**config.mk**
```make
export PLATFORM = sky130hd
export DESIGN_NAME = control_unit
export DESIGN_NICKNAME = d
export VERILOG_FILES = /design/src/rtl/control_unit.sv
export SDC_FILE = /design/constraint.sdc
export NUM_CORES = 1
export LEC_CHECK = 0
export BUFFER_PORTS_ARGS = -buffer_cell sky130_fd_sc_hd__buf_2
export CORE_ASPECT_RATIO = 1.4
export CORE_UTILIZATION = 31
export DETAILED_ROUTE_END_ITERATION = 10
export PLACE_DENSITY = 0.8
export SLEW_MARGIN = 10
export SYNTH_ARGS = -nofsm -noshare
export SYNTH_HDL_FRONTEND = slang
export SYNTH_SLANG_ARGS = --single-unit
```
**constraint.sdc**
```tcl
create_clock -name clk -period 2.37 [get_ports clk]
set_clock_uncertainty 0.05 [all_clocks]
set_input_delay 0.474 -clock clk [delete_from_list [all_inputs] [get_ports clk]]
set_output_delay 0.474 -clock clk [all_outputs]
set_load 0.05 [all_outputs]
```
**src/rtl/control_unit.sv**
```systemverilog
// control_unit -- multi-cycle FSM sequencer for a simple load/store datapath.
//
// Purpose:
//   Decodes the opcode held in the instruction register (irout[31:26]) and
//   steps through IDLE -> IF -> ID -> EX -> [MEM] -> [WB] -> IF, with a
//   terminal HALT state. All datapath strobes are Moore outputs of the state
//   (qualified by the opcode in EX/MEM/WB).
//
// Ports:
//   clk          in   system clock, rising-edge active
//   reset        in   asynchronous active-low reset
//   start        in   leave IDLE when high (sampled only in IDLE)
//   irout[31:0]  in   instruction register contents
//   readim, ldir, ldnpc, ldA, ldB, ldimm          out  fetch/decode strobes
//   opcond[1:0]  out  branch condition: 00 none, 01 zero, 10 nonzero
//   alusel1, alusel2, aluen, ldaluout, alufunc[3:0] out  ALU controls
//   seldest, regwrite, selwb                       out  writeback controls
//   writedmem, readdmem, ldlmd                     out  memory controls
//   branch, ldpc                                   out  PC update controls
//   halted       out  high while in HALT
//   instr_count  out  retired-instruction count
//
// Configuration:
//   PERF_CNT_EN  when defined, instr_count counts retired instructions
//                (wrapping at 2^32); otherwise it is tied to zero.

module control_unit (
    input  logic        clk,
    input  logic        reset,
    input  logic        start,
    input  logic [31:0] irout,
    output logic        readim,
    output logic        ldir,
    output logic        ldnpc,
    output logic        ldA,
    output logic        ldB,
    output logic        ldimm,
    output logic [1:0]  opcond,
    output logic        alusel1,
    output logic        alusel2,
    output logic        aluen,
    output logic        ldaluout,
    output logic [3:0]  alufunc,
    output logic        seldest,
    output logic        regwrite,
    output logic        writedmem,
    output logic        readdmem,
    output logic        ldlmd,
    output logic        selwb,
    output logic        branch,
    output logic        ldpc,
    output logic        halted,
    output logic [31:0] instr_count
);

    typedef enum logic [2:0] {
        ST_IDLE = 3'd0,
        ST_IF   = 3'd1,
        ST_ID   = 3'd2,
        ST_EX   = 3'd3,
        ST_MEM  = 3'd4,
        ST_WB   = 3'd5,
        ST_HALT = 3'd6
    } state_t;

    localparam logic [5:0] OP_R    = 6'b000000;
    localparam logic [5:0] OP_ADDI = 6'b000001;
    localparam logic [5:0] OP_LW   = 6'b000010;
    localparam logic [5:0] OP_SW   = 6'b000011;
    localparam logic [5:0] OP_BR   = 6'b000100;
    localparam logic [5:0] OP_BZ   = 6'b000101;
    localparam logic [5:0] OP_BNZ  = 6'b000110;
    localparam logic [5:0] OP_HALT = 6'b111111;

    state_t state_q, state_d;

    logic [5:0] opcode;
    logic       is_r, is_addi, is_lw, is_sw, is_br, is_bz, is_bnz, is_halt;
    logic       needs_mem;
    logic       retire;
    logic [1:0] cond_code;

    // Register fields and immediate are consumed by the datapath, not here.
    logic       unused_irout;
    assign unused_irout = ^irout[25:4];

    assign opcode  = irout[31:26];
    assign is_r    = (opcode == OP_R);
    assign is_addi = (opcode == OP_ADDI);
    assign is_lw   = (opcode == OP_LW);
    assign is_sw   = (opcode == OP_SW);
    assign is_br   = (opcode == OP_BR);
    assign is_bz   = (opcode == OP_BZ);
    assign is_bnz  = (opcode == OP_BNZ);
    assign is_halt = (opcode == OP_HALT);

    // Unrecognised opcodes fall through EX -> WB as a NOP.
    assign needs_mem = is_lw | is_sw | is_br | is_bz | is_bnz;
    assign cond_code = is_bz ? 2'b01 : (is_bnz ? 2'b10 : 2'b00);

    // An instruction retires on leaving WB, or on MEM -> IF (everything but LW).
    assign retire = (state_q == ST_WB) || ((state_q == ST_MEM) && !is_lw);

    always_ff @(posedge clk or negedge reset) begin
        if (!reset) begin
            state_q <= ST_IDLE;
        end else begin
            state_q <= state_d;
        end
    end

    always_comb begin
        state_d   = state_q;
        readim    = 1'b0;
        ldir      = 1'b0;
        ldnpc     = 1'b0;
        ldA       = 1'b0;
        ldB       = 1'b0;
        ldimm     = 1'b0;
        opcond    = 2'b00;
        alusel1   = 1'b0;
        alusel2   = 1'b0;
        aluen     = 1'b0;
        ldaluout  = 1'b0;
        alufunc   = 4'b0000;
        seldest   = 1'b0;
        regwrite  = 1'b0;
        writedmem = 1'b0;
        readdmem  = 1'b0;
        ldlmd     = 1'b0;
        selwb     = 1'b0;
        branch    = 1'b0;
        ldpc      = 1'b0;
        halted    = 1'b0;

        unique case (state_q)
            ST_IDLE: begin
                if (start) state_d = ST_IF;
            end
            ST_IF: begin
                readim  = 1'b1;
                ldir    = 1'b1;
                ldnpc   = 1'b1;
                state_d = ST_ID;
            end
            ST_ID: begin
                ldA     = 1'b1;
                ldB     = 1'b1;
                ldimm   = 1'b1;
                state_d = is_halt ? ST_HALT : ST_EX;
            end
            ST_EX: begin
                aluen    = 1'b1;
                ldaluout = 1'b1;
                opcond   = cond_code;
                if (is_r) begin
                    alusel1 = 1'b1;
                    alufunc = irout[3:0];
                end else if (is_addi || is_lw || is_sw) begin
                    alusel1 = 1'b1;
                    alusel2 = 1'b1;
                end else if (is_bz || is_bnz) begin
                    // Branch target = NPC + imm.
                    alusel2 = 1'b1;
                end
                state_d = needs_mem ? ST_MEM : ST_WB;
            end
            ST_MEM: begin
                opcond = cond_code;
                if (is_lw) begin
                    readdmem = 1'b1;
                    ldlmd    = 1'b1;
                    state_d  = ST_WB;
                end else begin
                    writedmem = is_sw;
                    branch    = is_br;
                    ldpc      = 1'b1;
                    state_d   = ST_IF;
                end
            end
            ST_WB: begin
                ldpc = 1'b1;
                if (is_r) begin
                    regwrite = 1'b1;
                    selwb    = 1'b1;
                end else if (is_addi) begin
                    regwrite = 1'b1;
                    seldest  = 1'b1;
                    selwb    = 1'b1;
                end else if (is_lw) begin
                    regwrite = 1'b1;
                    seldest  = 1'b1;
                end
                state_d = ST_IF;
            end
            ST_HALT: begin
                halted = 1'b1;
            end
            default: begin
                state_d = ST_IDLE;
            end
        endcase
    end

`ifdef PERF_CNT_EN
    logic [31:0] cnt_q, cnt_d;

    assign cnt_d = retire ? cnt_q + 32'd1 : cnt_q;

    always_ff @(posedge clk or negedge reset) begin
        if (!reset) begin
            cnt_q <= 32'd0;
        end else begin
            cnt_q <= cnt_d;
        end
    end

    assign instr_count = cnt_q;
`else
    logic unused_retire;
    assign unused_retire = retire;
    assign instr_count   = 32'd0;
`endif

endmodule

```
# Word level (Yosys, flattened, before mapping)
# Index checks and enable logic that the tools add are counted.
# classes
shift	0
magnitude_cmp	0
bitwise	5
eq_ne	14
multipliers	0
n_reduce_logical	7
n_addsub	0
muxes	37
div_mod_pow	0
# op_table
cell	count
1-bit 2-to-1 mux	27
3-bit case mux with 7 select lines	1
6-bit by 3-bit == test with 1-bit output (second input constant)	3
6-bit by 2-bit == test with 1-bit output (second input constant)	2
3-bit == test (second input constant)	3
3-bit 2-to-1 mux	3
4-bit 2-to-1 mux	2
3-bit by 2-bit == test with 1-bit output (second input constant)	2
6-bit by 1-bit == test with 1-bit output (second input constant)	1
6-bit == test (second input constant)	1
6-bit zero test	1
2-bit 2-to-1 mux	3
1-bit OR	4
3-bit by 1-bit == test with 1-bit output (second input constant)	1
3-bit zero test	1
1-bit logical OR	3
2-bit != test (second input constant)	1
1-bit case mux with 2 select lines	1
2-bit AND reduction	1
2-bit OR reduction	1
1-bit inverter	1
# word_totals
elab_cells	64
inputBits	35
latch_bits	0
output_inout_bits	57
regBits	3
romBits	0
n_memories	0
ramBits	0

# Depth between registers and ports, before layout
# Gate-level depths: netlist of run 1.
# logic_depth
ltp_word	7
mapped_depth	6
depth_no_buf	5

# Worst setup path before layout of run 1
# No wires, ideal clock.
# synth_timing
kind	input-to-output
from	in irout[31]
to	out branch
stages	2
slack_ns	-0.632
path_buffers	0
t_arrival_ns	2.478
required_time_ns	1.846
path_cell_list	or4b_4 > nor4_1
# synth_via
elab_chain_cells	3
# synth_rtl
item	line	text
from (decl)	31	input logic [31:0] irout,
6-bit by 3-bit == test with 1-bit output / 6-bit by 2-bit == test with 1-bit output (equally long branches)	92, 90	
1-bit 2-to-1 mux (*)	170	if (is_lw) begin
1-bit 2-to-1 mux (*)	136	unique case (state_q)
to (decl)	50	output logic branch,
# Every way passes the cells marked *; elsewhere a longest branch is shown, timed or not.

# Final worst setup path of run 1
# layout_timing
from	in irout[31]
to	out ldpc
# layout_via
elab_chain_cells	3
# layout_rtl
item	line	text
6-bit by 2-bit == test with 1-bit output	90	assign is_lw = (opcode == OP_LW);
1-bit 2-to-1 mux	170	
1-bit case mux with 2 select lines	136	
to (decl)	51	output logic ldpc,
# No other way between the ends.

==> impl_metrics.yaml, run 1 <==
power:
  p_leak_nw: 0.482
  ir_drop_mv: 0.534
  power_density_nw_per_um2: 1080
  total_power_mw: 0.926
timing:
  worstMarginPinSlew_ns: 0.514
  fmax_ghz: 0.424
  worst_slack_ns: 0.0108
  rsz0062_at_grt: "yes"
  maxSlewViolCount: 0
  hold_violations: 0
  finalCritPeriodShare_pct: 99.5
  whs_ns: 0.520
  relSlewSlack_pct: 65.4
  finalSetupViolCount: 0
  period_needed_ns: 2.36
  fin_setup_tns_ns: 0
synthesis:
  yosysMostFrequentCell: "buf_4"
  ys.flop_type: "dfrtp_1"
  synth-xor-area-share_pct: 0
  syn_area_um2: 684
  ys_ff_latch: 3
  synth_cells: 95
  ys_types: 31
  synth.top_cells.by_count: "buf_4 (38), nor2_1 (6), a21oi_1 (5), nand2_1 (5), nor3_1 (5)"
  syn_avg_cell_area_um2: 7.20
  yosys.area_share.adder_pct: 0
  synthMuxAreaShare_pct: 0
  synth_top_family_by_area: "buffers and inverters"
  async_flop_share_pct: 100
  synth_edf_count: 0
  synth_compound_area_share_pct: 10.8
  yosysWarnings: 0
  yosys-top-cells-area: "buf_4 (42%), dfrtp_1 (11%), a21oi_1 (3.7%)"
  yosys.area_share.simple_pct: 32.2
  synth_top_cell_by_area: "buf_4"
  ys_seq_area_share_pct: 11.0
  yosysTopAreaCellShare_pct: 41.7
clocking:
  numClockSinks: 3
  path_clk_slew_ns: 0.03
  cts-root-buf: "clkbuf_4"
  tritoncts: "yes"
  h-tree-depth: 1
  cts_made_buffers: 3
  clockBufferDepth: 2
  post_cts_buffers: 0
  clk_latency_ns: 0.23
detailed_routing:
  wl_um: 1540
  drt_iter0_markers: 5
  via_per_inst: 4.50
  drc: 0
  dr_total_vias: 675
  drtPass1Iterations: 4
  antenna_left: 0
  drt-wirelength-per-cell_um: 10.3
global_routing:
  grt_util_all_layers_pct: 12.6
  antenna_found_initial: 0
  grt_pass1_wl_um: 2290
  grt.overflow.total: 0
  grt_max_degree: 11
  grt_pass1_vias: 541
final_layout:
  areaGrowthSynthToFinish_pct: 25.8
  top_register: "state_q"
  drive_gt1_share_pct: 47.3
  final_util_pct: 42.6
  layout.cells.non_filler: 150
  largest_register_ffs: 3
  final_area_um2: 861
  reg_top3: "state_q: 3 flops"
  num_antenna_cells: 0
  nNetsFinal: 165
die:
  die_y_um: 57.6
  core_area_um2: 2020
  io_pins: 92
  fp.dieW_um: 41.7
  fp-row-count: 19
  start_util_pct: 33.9
  dieArea_um2: 2400
place:
  port_buffers: 37
  dp_slack_ns: 0.0270
  place_inst: 145
  place_hpwl_um: 1260
  gp_congestion: 0.754
  placed_area_um2: 788
setup_path:
  crit_path_end_kind: "output pin"
  arrival_ns: 1.84
  start_kind: "input port"
  worstPathMaxFanout: 4
  required_ns: 1.85
  critPathKind: "in -> out"
run_status:
  outcome: "finished, final reports clean"
flow_run:
  cap_violations: 0
worst_hold_path:
  min_path_type: "in -> async"
## cell usage in the layout (no fill, tap or decap), drive strengths merged, types with 2 or more instances in the layout
master  instances
buf            32
nor4            3
clkbuf         12
nand2b          3
or2             2
and2            4
a21oi           5
dfrtp           3
nor2            6
nor3            5
nand2           5
conb           32
## path summary, 6_finish.rpt
| path | startpoint | end | slack [ns] | cells past startpoint |
|---|---|---|---|---|
| setup reg to reg | state_q[1] | state_q[0] | 0.92 | 5 |
| hold / removal | reset | state_q[0] | 0.52 | 2 |
| min in group clk | state_q[1] | state_q[0] | 0.54 | 1 |
| setup / recovery | irout[31] | ldpc | 0.01 | 5 |
| hold reg to reg | state_q[1] | state_q[0] | 0.54 | 1 |
| max in group asynchronous | reset | state_q[1] | 1.63 | 2 |
## kinds of logic (layout without fill, tap and decap cells)
group                  count (synthesis)  in the layout
AOI/OAI and AO/OA                     11             11
buffers and inverters                 44             47
DFF                                    3              3
other                                  1             32
and+or+nand+nor                       36             36
## where the power goes
| group | leakage [nW] | total (mW) | switching (mW) | internal, mW |
|---|---|---|---|---|
| sequential | 0.0359 | 0.109 | 0.0310 | 0.0776 |
| clock | 0.0150 | 0.0866 | 0.0237 | 0.0629 |
| combinational | 0.431 | 0.731 | 0.570 | 0.161 |
## routing by layer
| metal | part of all wire (%) | global-route usage [%] | routed length, µm | vias to the layer above |
|---|---|---|---|---|
| met5 | 0 | 0 | 0 | - |
| met4 | 1.8 | 9.68 | 27 | 0 |
| met3 | 9.4 | 1.27 | 145 | 2 |
| met2 | 55 | 22.8 | 847 | 55 |
| met1 | 34 | 13.1 | 522 | 305 |
| li1 | - | - | - | 313 |
## worst max-delay path: stages
cell    delay [ns]
buf_2         0.12
or4_4         0.57
or2_4         0.30
o21a_1        0.17
buf_2         0.20
## area by class of cell
cell class | instances | area, µm²
Clock buffer | 4 | 26.3
Fill cell | 211 | 1160
Inverter | 2 | 11.3
Multi-Input combinational cell | 79 | 483
Sequential cell | 3 | 76.3
Tap cell | 21 | 26.3
Timing Repair Buffer | 41 | 238
## repair_timing
action / CTS / global route
endpoints found under the setup margin: 6 / 7
resized for setup: 1 / 11
hold endpoints to repair: 3 / 0
hold buffers: 1 / 0
gates cloned: 0 / 0
Power figures use the tool's default switching activity.
==> run 2, diff against run 1 <==
Clock period 2.37 ns to 2.5 ns, I/O delays scaled along.
==> run 2 against run 1 <==
Total power is 8.9% lower. Die area unchanged. Global-route usage decreased by 1.2 points. Non-clock buffer count shrank 1. Clock power rose by 1%. Sequential share of layout area is 0.60 points higher. Hold slack better by 0.018 ns. First-iteration DRC count up 40%.
==> impl_metrics.yaml, run 2 (same netlist as run 1, synthesis figures left out) <==
detailed_routing:
  dr_total_vias: 650
  drt_iter0_markers: 7
  drc: 0
  antenna_left: 0
  drtPass1Iterations: 4
  via_per_inst: 4.36
  wl_um: 1350
  drt-wirelength-per-cell_um: 9.03
die:
  io_pins: 92
  fp.dieW_um: 41.7
  die_y_um: 57.6
  start_util_pct: 33.9
  dieArea_um2: 2400
  fp-row-count: 19
  core_area_um2: 2020
final_layout:
  areaGrowthSynthToFinish_pct: 15.9
  nFillCells: 229
  final_cell_mix: "buf_2 (37), conb_1 (32), nand2_1 (5), nor2_1 (5)"
  top_register: "state_q"
  drive_gt1_share_pct: 41.4
  nNetsFinal: 164
  largest_register_ffs: 3
  reg_top3: "state_q: 3 flops"
  mostFrequentLayoutCell: "buf_2"
  multi_input_area_um2: 448
  num_antenna_cells: 0
  seqCellArea_um2: 75.1
  layout.cells.non_filler: 149
timing:
  hold_violations: 0
  finalCritPeriodShare_pct: 97.5
  period_needed_ns: 2.44
  fin_setup_tns_ns: 0
  finalSetupViolCount: 0
  rsz0062_at_grt: "no"
  maxSlewViolCount: 0
  fmax_ghz: 0.410
  whs_ns: 0.538
global_routing:
  antenna_found_initial: 0
  grt.overflow.total: 0
  grt_pass1_vias: 544
  grt_pass1_wl_um: 2080
  grt_max_degree: 10
  grt_util_all_layers_pct: 11.5
setup_path:
  reg2regPathDepth: 4
  reg2reg_setup_slack_ns: 1.04
  crit_path_end_kind: "output pin"
  rr_endpoint: "state_q[0]"
  start_kind: "input port"
  required_ns: 1.95
  rr_startpoint: "state_q[2]"
  worstPathMaxFanout: 5
  critPathKind: "in -> out"
  arrival_ns: 1.89
clocking:
  clockBufferDepth: 2
  cts-root-buf: "clkbuf_4"
  cts_made_buffers: 3
  clk_latency_ns: 0.24
  post_cts_buffers: 0
  tritoncts: "yes"
  h-tree-depth: 1
  numClockSinks: 3
  path_clk_slew_ns: 0.04
flow_run:
  cap_violations: 0
place:
  port_buffers: 37
  gp_congestion: 0.762
  place_inst: 144
  place_hpwl_um: 1120
power:
  power_density_nw_per_um2: 1060
  p_leak_nw: 0.469
  ir_drop_mv: 0.475
worst_hold_path:
  min_path_type: "in -> async"
run_status:
  outcome: "finished, final reports clean"
[run 2: changes by cell type in the layout (fill, tap and decap cells not counted), sizes merged]
cell / before / now
buf: 32 / 39
clkbuf: 12 / 4
clkinvlp: 1 / 0
inv: 1 / 2
[run 2: through the flow]
stage | cell area (µm²) | util (%) | total power, mW | worst slack [ns]
after floorplan | 823 | - | 0.727 | -0.467
after global placement | 746 | 36.9 | 0.745 | 0.0483
after detailed placement | 746 | 36.9 | 0.754 | 0.0444
after CTS | 782 | 38.7 | 0.848 | 0.0428
after global routing | 793 | 39.3 | 0.895 | 0.0129
final | 793 | 39.3 | 0.844 | 0.0621
[run 2: critical path, cell delays in order]
cell    delay, ns
buf_2        0.12
or4_4        0.59
or2_4        0.30
o21a_1       0.17
buf_2        0.21
[run 2: final cells by class]
type | count | share of cell area, %
Clock buffer | 4 | 3.31
Tap cell | 21 | 3.31
Inverter | 2 | 0.946
Sequential cell | 3 | 9.46
Multi-Input combinational cell | 79 | 56.5
Timing Repair Buffer | 40 | 26.5
[run 2: repair_timing]
item / CTS / global route
resized for setup: 0 / 2
endpoints found under the setup margin: 0 / 2
hold buffers: 1 / 0
hold endpoints to repair: 3 / 0
[run 2: routing by layer]
metal / global-route usage (%) / part of all wire [%] / vias to the layer above
met5: 0 / 0 / -
met4: 11.1 / 3.2 / 0
met3: 1.27 / 10 / 4
met2: 19.4 / 49 / 54
met1: 12.0 / 38 / 280
li1: - / - / 312
[run 2: how the worst max path moves through the flow]
stage	startpoint	depth (start not counted)	endpoint
floorplan	state_q[2]	5	opcond[0]
global placement	irout[31]	5	ldpc
detailed placement	irout[31]	5	ldpc
CTS	irout[31]	5	ldpc
global route	state_q[2]	4	branch
finish	irout[31]	5	ldpc
[run 2: power breakdown]
| group | internal (mW) | switching, mW |
|---|---|---|
| registers | 0.0719 | 0.0236 |
| clock network | 0.0600 | 0.0275 |
| logic | 0.143 | 0.517 |
| total | 0.275 | 0.568 |
==> run 3, diff against run 2 <==
Settings changed: BUFFER_PORTS_ARGS -buffer_cell sky130_fd_sc_hd__buf_2 to -buffer_cell sky130_fd_sc_hd__buf_4, REMOVE_ABC_BUFFERS set to 1.
==> run 3 against run 2 <==
Die area unchanged. Global-route usage grew 0.17 points. Critical endpoint unchanged. Total power is 1.1% higher. Via count is 2.5% lower. Critical path depth is the same. Largest power group unchanged. Clock power down 6.5%. Flip-flop and latch count did not move. Core utilization increased by 2.2 points.
==> impl_metrics.yaml, run 3 (same netlist as run 1, synthesis figures left out) <==
detailed_routing:
  drt-wirelength-per-cell_um: 9.35
  drtPass1Iterations: 4
  via_per_inst: 4.31
  drc: 0
  drt_iter0_markers: 9
  dr_total_vias: 634
  antenna_left: 0
  wl_um: 1380
final_layout:
  areaGrowthSynthToFinish_pct: 22.3
  largest_register_ffs: 3
  drive_gt1_share_pct: 36.5
  top_register: "state_q"
  layout.cells.non_filler: 147
  mostFrequentLayoutCell: "buf_4"
  final_cell_mix: "buf_4 (37), conb_1 (32), nor2_1 (6)"
  num_antenna_cells: 0
  reg_top3: "state_q: 3 flops"
  final_area_um2: 837
  final_util_pct: 41.4
  nNetsFinal: 162
die:
  io_pins: 92
  die_y_um: 57.6
  core_area_um2: 2020
  dieArea_um2: 2400
  fp-row-count: 19
  start_util_pct: 33.9
  fp.dieW_um: 41.7
global_routing:
  grt_pass1_vias: 528
  grt_pass1_wl_um: 2180
  antenna_found_initial: 0
  grt_util_all_layers_pct: 11.7
  grt.overflow.total: 0
  grt_max_degree: 11
power:
  p_leak_nw: 0.464
  ir_drop_mv: 0.338
  total_power_mw: 0.853
  power_density_nw_per_um2: 1020
setup_path:
  arrival_ns: 1.85
  rr_startpoint: "state_q[1]"
  critPathKind: "in -> out"
  critical_path.max_stage_delay_ns: 0.56
  crit_path_end_kind: "output pin"
  rr_endpoint: "state_q[0]"
  path_depth: 5
  worstPathCellList: "buf_4 -> or4_4 -> or2_1 -> o21a_1 -> buf_4"
  worstPathMaxFanout: 5
  start_kind: "input port"
  reg2regPathDepth: 5
  reg2reg_setup_slack_ns: 1.02
  cp_slowest_cell: "or4_4"
  cp_common_cell: "buf_4"
  crit_family: "simple AND/OR/NAND/NOR gates"
  required_ns: 1.95
  cp.buffers_inverters: 2
timing:
  hold_violations: 0
  finalCritPeriodShare_pct: 95.9
  rsz0062_at_grt: "no"
  whs_ns: 0.553
  finalSetupViolCount: 0
  maxSlewViolCount: 0
  period_needed_ns: 2.40
  fmax_ghz: 0.417
flow_run:
  cap_violations: 0
place:
  port_buffers: 37
  place_hpwl_um: 1170
  placed_area_um2: 801
  place_inst: 142
  gp_congestion: 0.833
clocking:
  h-tree-depth: 1
  cts_made_buffers: 3
  cts-root-buf: "clkbuf_4"
  clk_latency_ns: 0.23
  post_cts_resized: 0
  numClockSinks: 3
  path_clk_slew_ns: 0.03
  tritoncts: "yes"
  clockBufferDepth: 2
worst_hold_path:
  min_path_type: "in -> async"
run_status:
  outcome: "finished, final reports clean"
[run 3: cell count changes in the layout (fill, tap and decap cells not counted), sizes merged]
cell / before / now
buf: 39 / 37
[run 3: worst max-delay path by stage]
stage / from / to / slack (ns)
5_1_grt: state_q[1] / opcond[0] / 0.01
4_1_cts: irout[31] / ldpc / 0.09
2_1_floorplan: state_q[2] / ldA / -1.79
6_report: irout[31] / ldpc / 0.10
3_5_place_dp: irout[31] / ldpc / 0.1
3_3_place_gp: irout[31] / ldlmd / 0.11
[run 3: layer usage]
metal  share of wire [%]  track usage [%]
met4                 2.0             9.68
met3                 9.4             1.90
met5                   0                0
met2                  54             19.6
met1                  35             12.5
[run 3: repair_timing]
item,CTS,global route
hold buffers,1,0
hold endpoints to repair,3,0
setup buffers,0,0
[run 3: worst register-to-register path: cells and delay by family, from the launching register on]
kind,cells,cell delay (ns)
AOI/OAI and AO/OA,2,0.32
buffers and inverters,1,0.16
DFF,1,0.47
and+or+nand+nor,2,0.38
[run 3: where the power goes]
group | switching [mW] | internal [mW]
combinational | 0.484 | 0.168
sequential | 0.0478 | 0.0717
clock | 0.0222 | 0.0596
total | 0.554 | 0.299
[run 3: area by class of cell]
class | instances | area (µm²)
Clock buffer | 4 | 26.3
Tap cell | 21 | 26.3
Sequential cell | 3 | 75.1
Timing Repair Buffer | 38 | 288
Fill cell | 220 | 1180
Inverter | 2 | 7.51
Multi-Input combinational cell | 79 | 414
[run 3: per-stage QoR]
stage / worst slack [ns] / setup TNS (ns)
floorplan: -1.79 / -15.88
global placement: 0.107 / 0
detailed placement: 0.0963 / 0
CTS: 0.0933 / 0
global route: 0.0144 / 0
finish: 0.101 / 0
